==> config.mk <==
export PLATFORM = sky130hd
export DESIGN_NAME = core_scheduler
export DESIGN_NICKNAME = d
export VERILOG_FILES = /design/src/rtl/core_pkg.sv /design/src/rtl/rr_arbiter.sv /design/src/rtl/core_scheduler.sv
export SDC_FILE = /design/constraint.sdc
export NUM_CORES = 1
export LEC_CHECK = 0
export BUFFER_PORTS_ARGS = -buffer_cell sky130_fd_sc_hd__buf_2
export CORE_MARGIN = 2
export CORE_UTILIZATION = 37
export DETAILED_ROUTE_END_ITERATION = 7
export PLACE_DENSITY_LB_ADDON = 0.05
export SYNTH_ARGS = -nofsm -noshare
export SYNTH_HDL_FRONTEND = slang
export SYNTH_SLANG_ARGS = --single-unit
==> constraint.sdc <==
create_clock -name clock -period 2.47 [get_ports clock]
set_input_delay 0.3705 -clock clock [delete_from_list [all_inputs] [get_ports clock]]
set_output_delay 0.3705 -clock clock [all_outputs]
set_load 0.005 [all_outputs]
==> src/rtl/core_pkg.sv <==
// Shared encodings for the core scheduler: FSM states, per-core status codes
// and a pointer-width helper for the arbiter.
package core_pkg;

  typedef enum logic [1:0] {
    S_IDLE   = 2'b00,
    S_LAUNCH = 2'b01,
    S_RUN    = 2'b10,
    S_DONE   = 2'b11
  } state_t;

  localparam logic [1:0] STAT_HOLD = 2'b00;
  localparam logic [1:0] STAT_RUN  = 2'b01;
  localparam logic [1:0] STAT_WAIT = 2'b10;
  localparam logic [1:0] STAT_FIN  = 2'b11;

  function automatic int ptr_width(input int n);
    return (n > 1) ? $clog2(n) : 1;
  endfunction

endpackage

==> src/rtl/rr_arbiter.sv <==
// Round-robin arbiter with a registered one-hot grant; every grant is
// followed by at least one idle cycle so the winner can drop its request.
module rr_arbiter
  import core_pkg::*;
#(
  parameter int NUM_CORES = 4
) (
  input  logic                 clock,
  input  logic                 reset,
  input  logic                 enable,
  input  logic                 clear,
  input  logic [NUM_CORES-1:0] req,
  output logic [NUM_CORES-1:0] gnt
);

  localparam int PW = ptr_width(NUM_CORES);

  logic [PW-1:0] ptr;
  logic [PW-1:0] pick;
  logic [PW-1:0] idx;
  logic          found;

  always_comb begin
    found = 1'b0;
    pick  = ptr;
    idx   = '0;
    for (int i = 0; i < NUM_CORES; i++) begin
      idx = PW'((int'(ptr) + i) % NUM_CORES);
      if (!found && req[idx]) begin
        found = 1'b1;
        pick  = idx;
      end
    end
  end

  always_ff @(posedge clock or posedge reset) begin
    if (reset) begin
      gnt <= '0;
      ptr <= '0;
    end else if (clear) begin
      gnt <= '0;
      ptr <= '0;
    end else if (enable && (gnt == '0) && found) begin
      gnt <= NUM_CORES'(1) << pick;
      ptr <= (pick == PW'(NUM_CORES - 1)) ? '0 : pick + 1'b1;
    end else begin
      gnt <= '0;
    end
  end

endmodule

==> src/rtl/core_scheduler.sv <==
// Sequences a job across NUM_CORES cores and arbitrates their shared
// data-memory port; read data returns one cycle after the grant.
//
// state  | meaning
// IDLE   | waiting for start with a nonzero enable mask
// LAUNCH | enable mask captured, arbiter pointer reset
// RUN    | cores active, arbitration running
// DONE   | all enabled cores finished, waiting for start to drop
module core_scheduler
  import core_pkg::*;
#(
  parameter int NUM_CORES = 4,
  parameter int AW        = 8,
  parameter int DW        = 16
) (
  input  logic                    clock,
  input  logic                    reset,
  input  logic                    start,
  input  logic [NUM_CORES-1:0]    core_en,
  input  logic [NUM_CORES-1:0]    core_end,
  input  logic [NUM_CORES-1:0]    core_req,
  input  logic [NUM_CORES-1:0]    core_we,
  input  logic [NUM_CORES*AW-1:0] core_addr,
  input  logic [NUM_CORES*DW-1:0] core_wdata,
  output logic [NUM_CORES-1:0]    core_gnt,
  output logic [NUM_CORES-1:0]    core_rvalid,
  output logic [DW-1:0]           core_rdata,
  output logic [NUM_CORES*2-1:0]  core_status,
  output logic                    mem_we,
  output logic [AW-1:0]           mem_addr,
  output logic [DW-1:0]           mem_wdata,
  input  logic [DW-1:0]           mem_rdata,
  output logic                    busy,
  output logic                    done
);

  state_t               state;
  logic [NUM_CORES-1:0] en_cap;
  logic [NUM_CORES-1:0] fin;
  logic [NUM_CORES-1:0] gnt;
  logic [NUM_CORES-1:0] live_req;
  logic                 all_end;
  logic                 arb_en;

  assign all_end  = &(fin | core_end | ~en_cap);
  assign live_req = core_req & en_cap & ~fin;
  // Stop issuing on the exit cycle so no grant first appears in DONE.
  assign arb_en   = (state == S_RUN) && !all_end;

  rr_arbiter #(.NUM_CORES(NUM_CORES)) u_arb (
    .clock  (clock),
    .reset  (reset),
    .enable (arb_en),
    .clear  (state == S_LAUNCH),
    .req    (live_req),
    .gnt    (gnt)
  );

  assign core_gnt   = gnt;
  assign core_rdata = mem_rdata;

  always_ff @(posedge clock or posedge reset) begin
    if (reset) begin
      state  <= S_IDLE;
      en_cap <= '0;
      fin    <= '0;
      busy   <= 1'b0;
      done   <= 1'b0;
    end else begin
      done <= 1'b0;
      case (state)
        S_IDLE: begin
          fin <= '0;
          if (start && (core_en != '0)) begin
            state  <= S_LAUNCH;
            en_cap <= core_en;
            busy   <= 1'b1;
          end
        end
        S_LAUNCH: begin
          fin   <= fin | (core_end & en_cap);
          state <= S_RUN;
        end
        S_RUN: begin
          fin <= fin | (core_end & en_cap);
          if (all_end) begin
            state <= S_DONE;
            done  <= 1'b1;
          end
        end
        S_DONE: begin
          if (!start) begin
            state <= S_IDLE;
            busy  <= 1'b0;
          end
        end
        default: state <= S_IDLE;
      endcase
    end
  end

  always_ff @(posedge clock or posedge reset) begin
    if (reset) core_rvalid <= '0;
    else       core_rvalid <= gnt & ~core_we;
  end

  always_comb begin
    core_status = '0;
    for (int n = 0; n < NUM_CORES; n++) begin
      if ((state != S_IDLE) && en_cap[n]) begin
        if (fin[n])                      core_status[n*2 +: 2] = STAT_FIN;
        else if (core_req[n] && !gnt[n]) core_status[n*2 +: 2] = STAT_WAIT;
        else                             core_status[n*2 +: 2] = STAT_RUN;
      end else begin
        core_status[n*2 +: 2] = STAT_HOLD;
      end
    end
  end

  always_comb begin
    mem_we    = 1'b0;
    mem_addr  = '0;
    mem_wdata = '0;
    for (int n = 0; n < NUM_CORES; n++) begin
      if (gnt[n]) begin
        mem_we    = core_we[n];
        mem_addr  = core_addr[n*AW +: AW];
        mem_wdata = core_wdata[n*DW +: DW];
      end
    end
  end

endmodule
-- Yosys cells after proc, flatten, opt, wreduce, memory -nomap -nowiden
Index checks and enable logic that the tools add are counted.
- register bits after elaboration: 22
- bits of input ports: 131
- output and inout bits: 59
- word-level logic and storage cells: 123
- add/subtract/negate cells: 4
- order comparisons: 4
- eq/ne operators: 7
- shifts and indexed selects: 1
- muxes and demuxes: 54
- bitwise logic cells: 10
- reduce and logical (&&, ||, !) cells: 35
- operators by type and width (cell ; count):
    $mux W16 ; 4
    $mux W2 ; 21
    $mux W8 ; 4
    $and A4 B4 Y4 ; 4
    $mux W1 ; 16
    $logic_and A1 B1 Y1 ; 15
    $lt A2 B3 Y1 const B ; 4
    $not A4 Y4 ; 3
    $or A4 B4 Y4 ; 3
    $bmux W1 S2 ; 4
    $logic_not A1 Y1 ; 8
    $mux W4 ; 2
    $pmux W2 S4 ; 1
    $pmux W4 S2 ; 1
    $reduce_bool A2 Y1 ; 4
    $eq A2 B2 Y1 const B ; 3
    $ne A2 B2 Y1 const B ; 3
    $reduce_and A3 Y1 ; 2
    $add A2 B1 Y2 const B ; 2
    $add A2 B2 Y2 const B ; 2
    $logic_not A4 Y1 ; 1
    $reduce_and A4 Y1 ; 1
    $reduce_bool A4 Y1 ; 1
    $shl A1 B2 Y4 const A ; 1
    5 further kinds ; 5

-- Depth between registers and ports, before layout
- depth after elaboration: 18
- gate-level depth with buffers: 6
- depth with buffers taken out: 6

-- Cells and area by module
From an unflattened synthesis, not the netlist that was laid out.
- cell total of the unflattened synthesis: 265
- area total of the unflattened synthesis: 2082.0 µm²
- modules (own cells, without submodules) (module ; times used ; cells each ; area each (µm²) ; sequential area each (µm²)):
    core_scheduler ; 1 ; 225 ; 1690.4 ; 400.4
    rr_arbiter ; 1 ; 40 ; 391.6 ; 150.1

-- Least setup slack after synthesis
No wires, ideal clock.
- path type: reg2reg
- start: register en_cap[2]
- end: register state[1]
- library setup time: 0.127 ns
- arrival time: 1.780 ns
- required time: 2.343 ns
- slack: 0.563 ns
- cell stages (with the launch flop): 5
- buffers on the path: 0
- clock period less this slack: 1.907 ns
- path through: dfrtp_1 nor3b_1 or4_4 a222oi_1 mux2_1
- word-level cells in the longest chain between the ends: 5
- ends and longest elaborated chain (what ; line ; source):
    from (decl) ; core_scheduler.sv:38 ; logic [NUM_CORES-1:0] en_cap;
    from (signal assigned) ; core_scheduler.sv:76 ; en_cap <= core_en;
    $not A4 Y4 ; core_scheduler.sv:45 ; assign all_end = &(fin | core_end | ~en_cap);
    $or A4 B4 Y4 ; core_scheduler.sv:45 ;
    $reduce_and A4 Y1 ; core_scheduler.sv:45 ;
    $ne A2 B2 Y1 (no line) ; -- ;
    $reduce_and A3 Y1 (no line) ; -- ;
    to (signal assigned) ; core_scheduler.sv:64 ; state <= S_IDLE;
    to (signal assigned) ; core_scheduler.sv:75 ; state <= S_LAUNCH;
    to (signal assigned) ; core_scheduler.sv:82 ; state <= S_RUN;
    to (decl) ; core_scheduler.sv:37 ; state_t state;
No other way between the ends.
A chain may end at the register's enable or synchronous reset.

-- Worst setup path in the final report
- start: register fin[2]
- end: register u_arb.ptr[1]
- word-level cells in the longest chain between the ends: 18
- elaborated cells on any way between the ends: 36
- those cells by class: add/sub: 1; eq/ne: 1; mux: 18; bitwise: 4; reduce/logical: 12
- ends and longest elaborated chain (what ; line ; source):
    from (decl) ; core_scheduler.sv:39 ; logic [NUM_CORES-1:0] fin;
    from (signal assigned) ; core_scheduler.sv:81 ; fin <= fin | (core_end & en_cap);
    from (signal assigned) ; core_scheduler.sv:85 ; fin <= fin | (core_end & en_cap);
    $not A4 Y4 ; core_scheduler.sv:46 ; assign live_req = core_req & en_cap & ~fin;
    $and A4 B4 Y4 ; core_scheduler.sv:46 ;
    $bmux W1 S2 ; rr_arbiter.sv:29 ; if (!found && req[idx]) begin
    $mux W1 (not written as such) ; rr_arbiter.sv:29 ;
    $mux W1 ; rr_arbiter.sv:29 ;
    $logic_not A1 Y1 ; rr_arbiter.sv:29 ;
    $logic_and A1 B1 Y1 ; rr_arbiter.sv:29 ;
    $mux W1 ; rr_arbiter.sv:29 ;
    [2 not listed] ; -- ;
    $mux W1 ; rr_arbiter.sv:29 ;
    $logic_not A1 Y1 ; rr_arbiter.sv:29 ;
    $logic_and A1 B1 Y1 ; rr_arbiter.sv:29 ;
    $mux W2 ; rr_arbiter.sv:29 ;
    $add A2 B1 Y2 or $eq A2 B2 Y1 (tied branches) ; rr_arbiter.sv:45 ; ptr <= (pick == PW'(NUM_CORES - 1)) ? '0 : pick + 1'b1;
    $mux W2 ; rr_arbiter.sv:45 ;
    $mux W2 ; rr_arbiter.sv:43 ; end else if (enable && (gnt == '0) && found) begin
    $mux W2 ; rr_arbiter.sv:40 ; end else if (clear) begin
    to (signal assigned) ; rr_arbiter.sv:45 ;
    to (decl) ; rr_arbiter.sv:18 ; logic [PW-1:0] ptr;
Parallel ways exist; a longest one is shown, timed or not. The select of a mux whose other input is x is not followed.

==> impl_metrics.env <==
export IMPL_gp_congestion=0.880
export IMPL_synth_cell_types=39
export IMPL_status="finished, final reports clean"
export IMPL_yosysTopAreaCell="dfrtp_1"
export IMPL_clockBufferDepth=2
export IMPL_portBuffers=157
export IMPL_cts_hold_fix_buffers=0
export IMPL_grt_overflow_total=0
export IMPL_cp_required_ps=2630
export IMPL_crit_chain="nand3b_1 -> or3_1 -> a41oi_1 -> ha_1 -> a311oi_1"
export IMPL_vias=2537
export IMPL_arrival_ps=2260
export IMPL_grt_max_degree=49
export IMPL_core_area_sq_um=5170
export IMPL_ioPinCount=190
export IMPL_die_y_um=77.8
export IMPL_finClkSkew_ps=3.39
export IMPL_hold_viol_final=0
export IMPL_die_w_um=77.8
export IMPL_post_synth_cell_area_avg_sq_um=7.85
export IMPL_p_clk_share_pct=9.9
export IMPL_antenna_found_initial=0
export IMPL_synthToLayoutAreaGrowth_pct=39.3
export IMPL_clock_fmax_ghz=0.477
export IMPL_end_kind="flip-flop"
export IMPL_grt_usage_pct=25.0
export IMPL_regToRegStartpoint="fin[2]"
export IMPL_die_area_sq_um=6060
export IMPL_rows=26
export IMPL_drive_gt1_share_pct=44.2
export IMPL_cts_setup_buffers=0
export IMPL_antenna_diode_count=0
export IMPL_wire_per_inst_um=17.5
export IMPL_synthesis_area_sq_um=2020
export IMPL_p_int_mw=1.25
export IMPL_min_period_ps=2100
export IMPL_startpoint_type="flip-flop"
export IMPL_cts_tree="done"
export IMPL_tightest_slew_ps=859
export IMPL_fillCellCount=518
export IMPL_crit_family="simple AND/OR/NAND/NOR gates"
export IMPL_rsz0062_at_grt="false"
export IMPL_dp_slack_ps=400
export IMPL_ys_top_cells_by_area="dfrtp_1 (27%), a221oi_1 (10%), o31ai_1 (8.9%)"
export IMPL_synthDominantCellAreaShare_pct=27.3
export IMPL_synth_cells=257
export IMPL_sw_frac_of_total_pct=44.5
export IMPL_worstSkewPairLatency_ps=260
export IMPL_ys_ff_latch=22
export IMPL_cts_root_buffer="clkbuf_8"
export IMPL_cts_made_buffers=3
export IMPL_vias_per_cell=5.53
export IMPL_ys_warn_count=0
export IMPL_path_buf_inv=0
export IMPL_nets=528
export IMPL_htreeDepth=1
export IMPL_grt_pass1_vias=2338
export IMPL_place_hpwl_mm=6.39
export IMPL_synth_edff_count=0
export IMPL_pwr_share_seq_pct=27.5
export IMPL_hold_path_class="in -> reg"
export IMPL_cpMaxStageDelayCell="dfrtp_1"
export IMPL_dr_pass1_iters=5
export IMPL_hold_start="core_we[1]"
export IMPL_p_sw_mw=1.00
export IMPL_peakVddDrop_mv=0.603
export IMPL_worst_slack_ps=374
export IMPL_startpoint="fin[2]"
export IMPL_grt_pass1_wl_mm=12.1
export IMPL_async_flop_share_pct=100
export IMPL_max_stage_delay_ps=420
export IMPL_drt_total_wl_mm=8.05
export IMPL_power_leakage_nw=1.39
export IMPL_drtIter0Drc=111
export IMPL_initial_utilization_pct=39.0
export IMPL_cts_repair_resized=0
export IMPL_critical_path_max_fanout=6
export IMPL_yosys_most_used_dff="dfrtp_1"
export IMPL_critPathKind="reg -> reg"
export IMPL_setup_viol=0
export IMPL_yosysSeqAreaShare_pct=27.3
export IMPL_slew_viol_final=0
export IMPL_drc=0
export IMPL_post_route_period_util_pct=84.9
export IMPL_syn_nets=394
export IMPL_maxCapViolCount=0
export IMPL_p_comb_share_pct=62.6
export IMPL_path_clk_slew_ps=80
export IMPL_cts_sinks=22
export IMPL_ant_nets=0
export IMPL_relSlewSlack_pct=42.6
export IMPL_fin_setup_tns_ps=0
export IMPL_p_per_area_nw_per_um2=802
[routing by layer]
metal / global-route usage, % / share of wire [%] / vias to the layer above
li1: - / - / 1220
met1: 29.4 / 39 / 1175
met2: 47.0 / 53 / 130
met3: 4.65 / 7.0 / 12
met4: 4.29 / 1.8 / 0
met5: 0 / 0 / -
[flip-flops by register name, indices dropped and copies added (netlist names)]
register	flops
core_rvalid	4
en_cap	4
fin	4
u_arb.gnt	4
state	2
u_arb.ptr	2
busy	1
done	1
[through the flow]
| stage | hold slack [ps] | utilization [%] | cells | power, mW | instance area, sq um |
|---|---|---|---|---|---|
| after detailed placement | 508 | 53.5 | 456 | 2.03 | 2770 |
| final | 261 | 54.3 | 459 | 2.25 | 2810 |
| after global routing | 266 | 54.3 | 459 | 2.46 | 2810 |
| after floorplan | 360 | - | 257 | 1.47 | 2020 |
| after global placement | 503 | 53.5 | 456 | 2.01 | 2770 |
| after CTS | 261 | 54.3 | 459 | 2.26 | 2810 |
[synthesized netlist by cell type (2+ instances only)]
cell type / n
a211oi_1: 2
a21oi_1: 7
a221oi_1: 24
a31oi_1: 6
and2_1: 2
and3b_1: 2
buf_1: 2
buf_4: 16
clkbuf_1: 15
dfrtp_1: 22
ha_1: 6
inv_1: 10
mux2_2: 4
nand2_1: 31
nand3_1: 3
nand3b_1: 5
nor2_1: 35
nor3b_1: 17
nor4_1: 4
o21ai_0: 2
o31ai_1: 24
[cells by family after synthesis]
family,share of synthesized area [%]
multiplexers,2.79
AND/OR/NAND/NOR,26.9
AO/OA/AOI/OAI,28.1
buffers and inverters,11.2
flip-flops,27.3
adder cells (fa/ha/maj),3.72
[path summary, 6_finish.rpt]
kind	end	slack (ps)	depth (start not counted)
hold / removal	core_rvalid[1]	260	2
min in group asynchronous	core_rvalid[0]	270	2
hold reg to reg	busy	530	1
max in group asynchronous	fin[2]	1660	2
setup reg to reg	u_arb.ptr[1]	370	5
setup / recovery	u_arb.ptr[1]	370	5
[cells in the final DEF, fill, tap and decap left out, types with 3 or more instances in the layout]
cell type / count
nand3b_1: 5
mux2_2: 4
buf_4: 3
buf_2: 157
ha_1: 6
nor3b_1: 17
a31oi_1: 6
a221oi_1: 24
nor4_1: 4
clkbuf_8: 3
nand3_1: 3
nor2_1: 35
a21oi_1: 7
o31ai_1: 24
nand2_1: 31
inv_1: 10
dfrtp_1: 22
[layout make-up]
cell class                 count  area [sq um]  area share [%]
multi-input combinational    191          1240            44.2
sequential                    22           551            19.6
clock buffer                   3          41.3            1.47
tap                           70          87.6            3.12
inverter                      11          41.3            1.47
timing repair buffer         162           848            30.2
[power groups by stage]
stage	Sequential, mW	Combinational [mW]	Clock (mW)
3_3_place_gp	0.613	1.39	0
4_1_cts	0.615	1.42	0.228
5_1_grt	0.644	1.58	0.242
2_1_floorplan	0.583	0.890	0
6_report	0.619	1.41	0.223
3_5_place_dp	0.622	1.41	0
No activity file was read; power rests on OpenSTA's default activity.
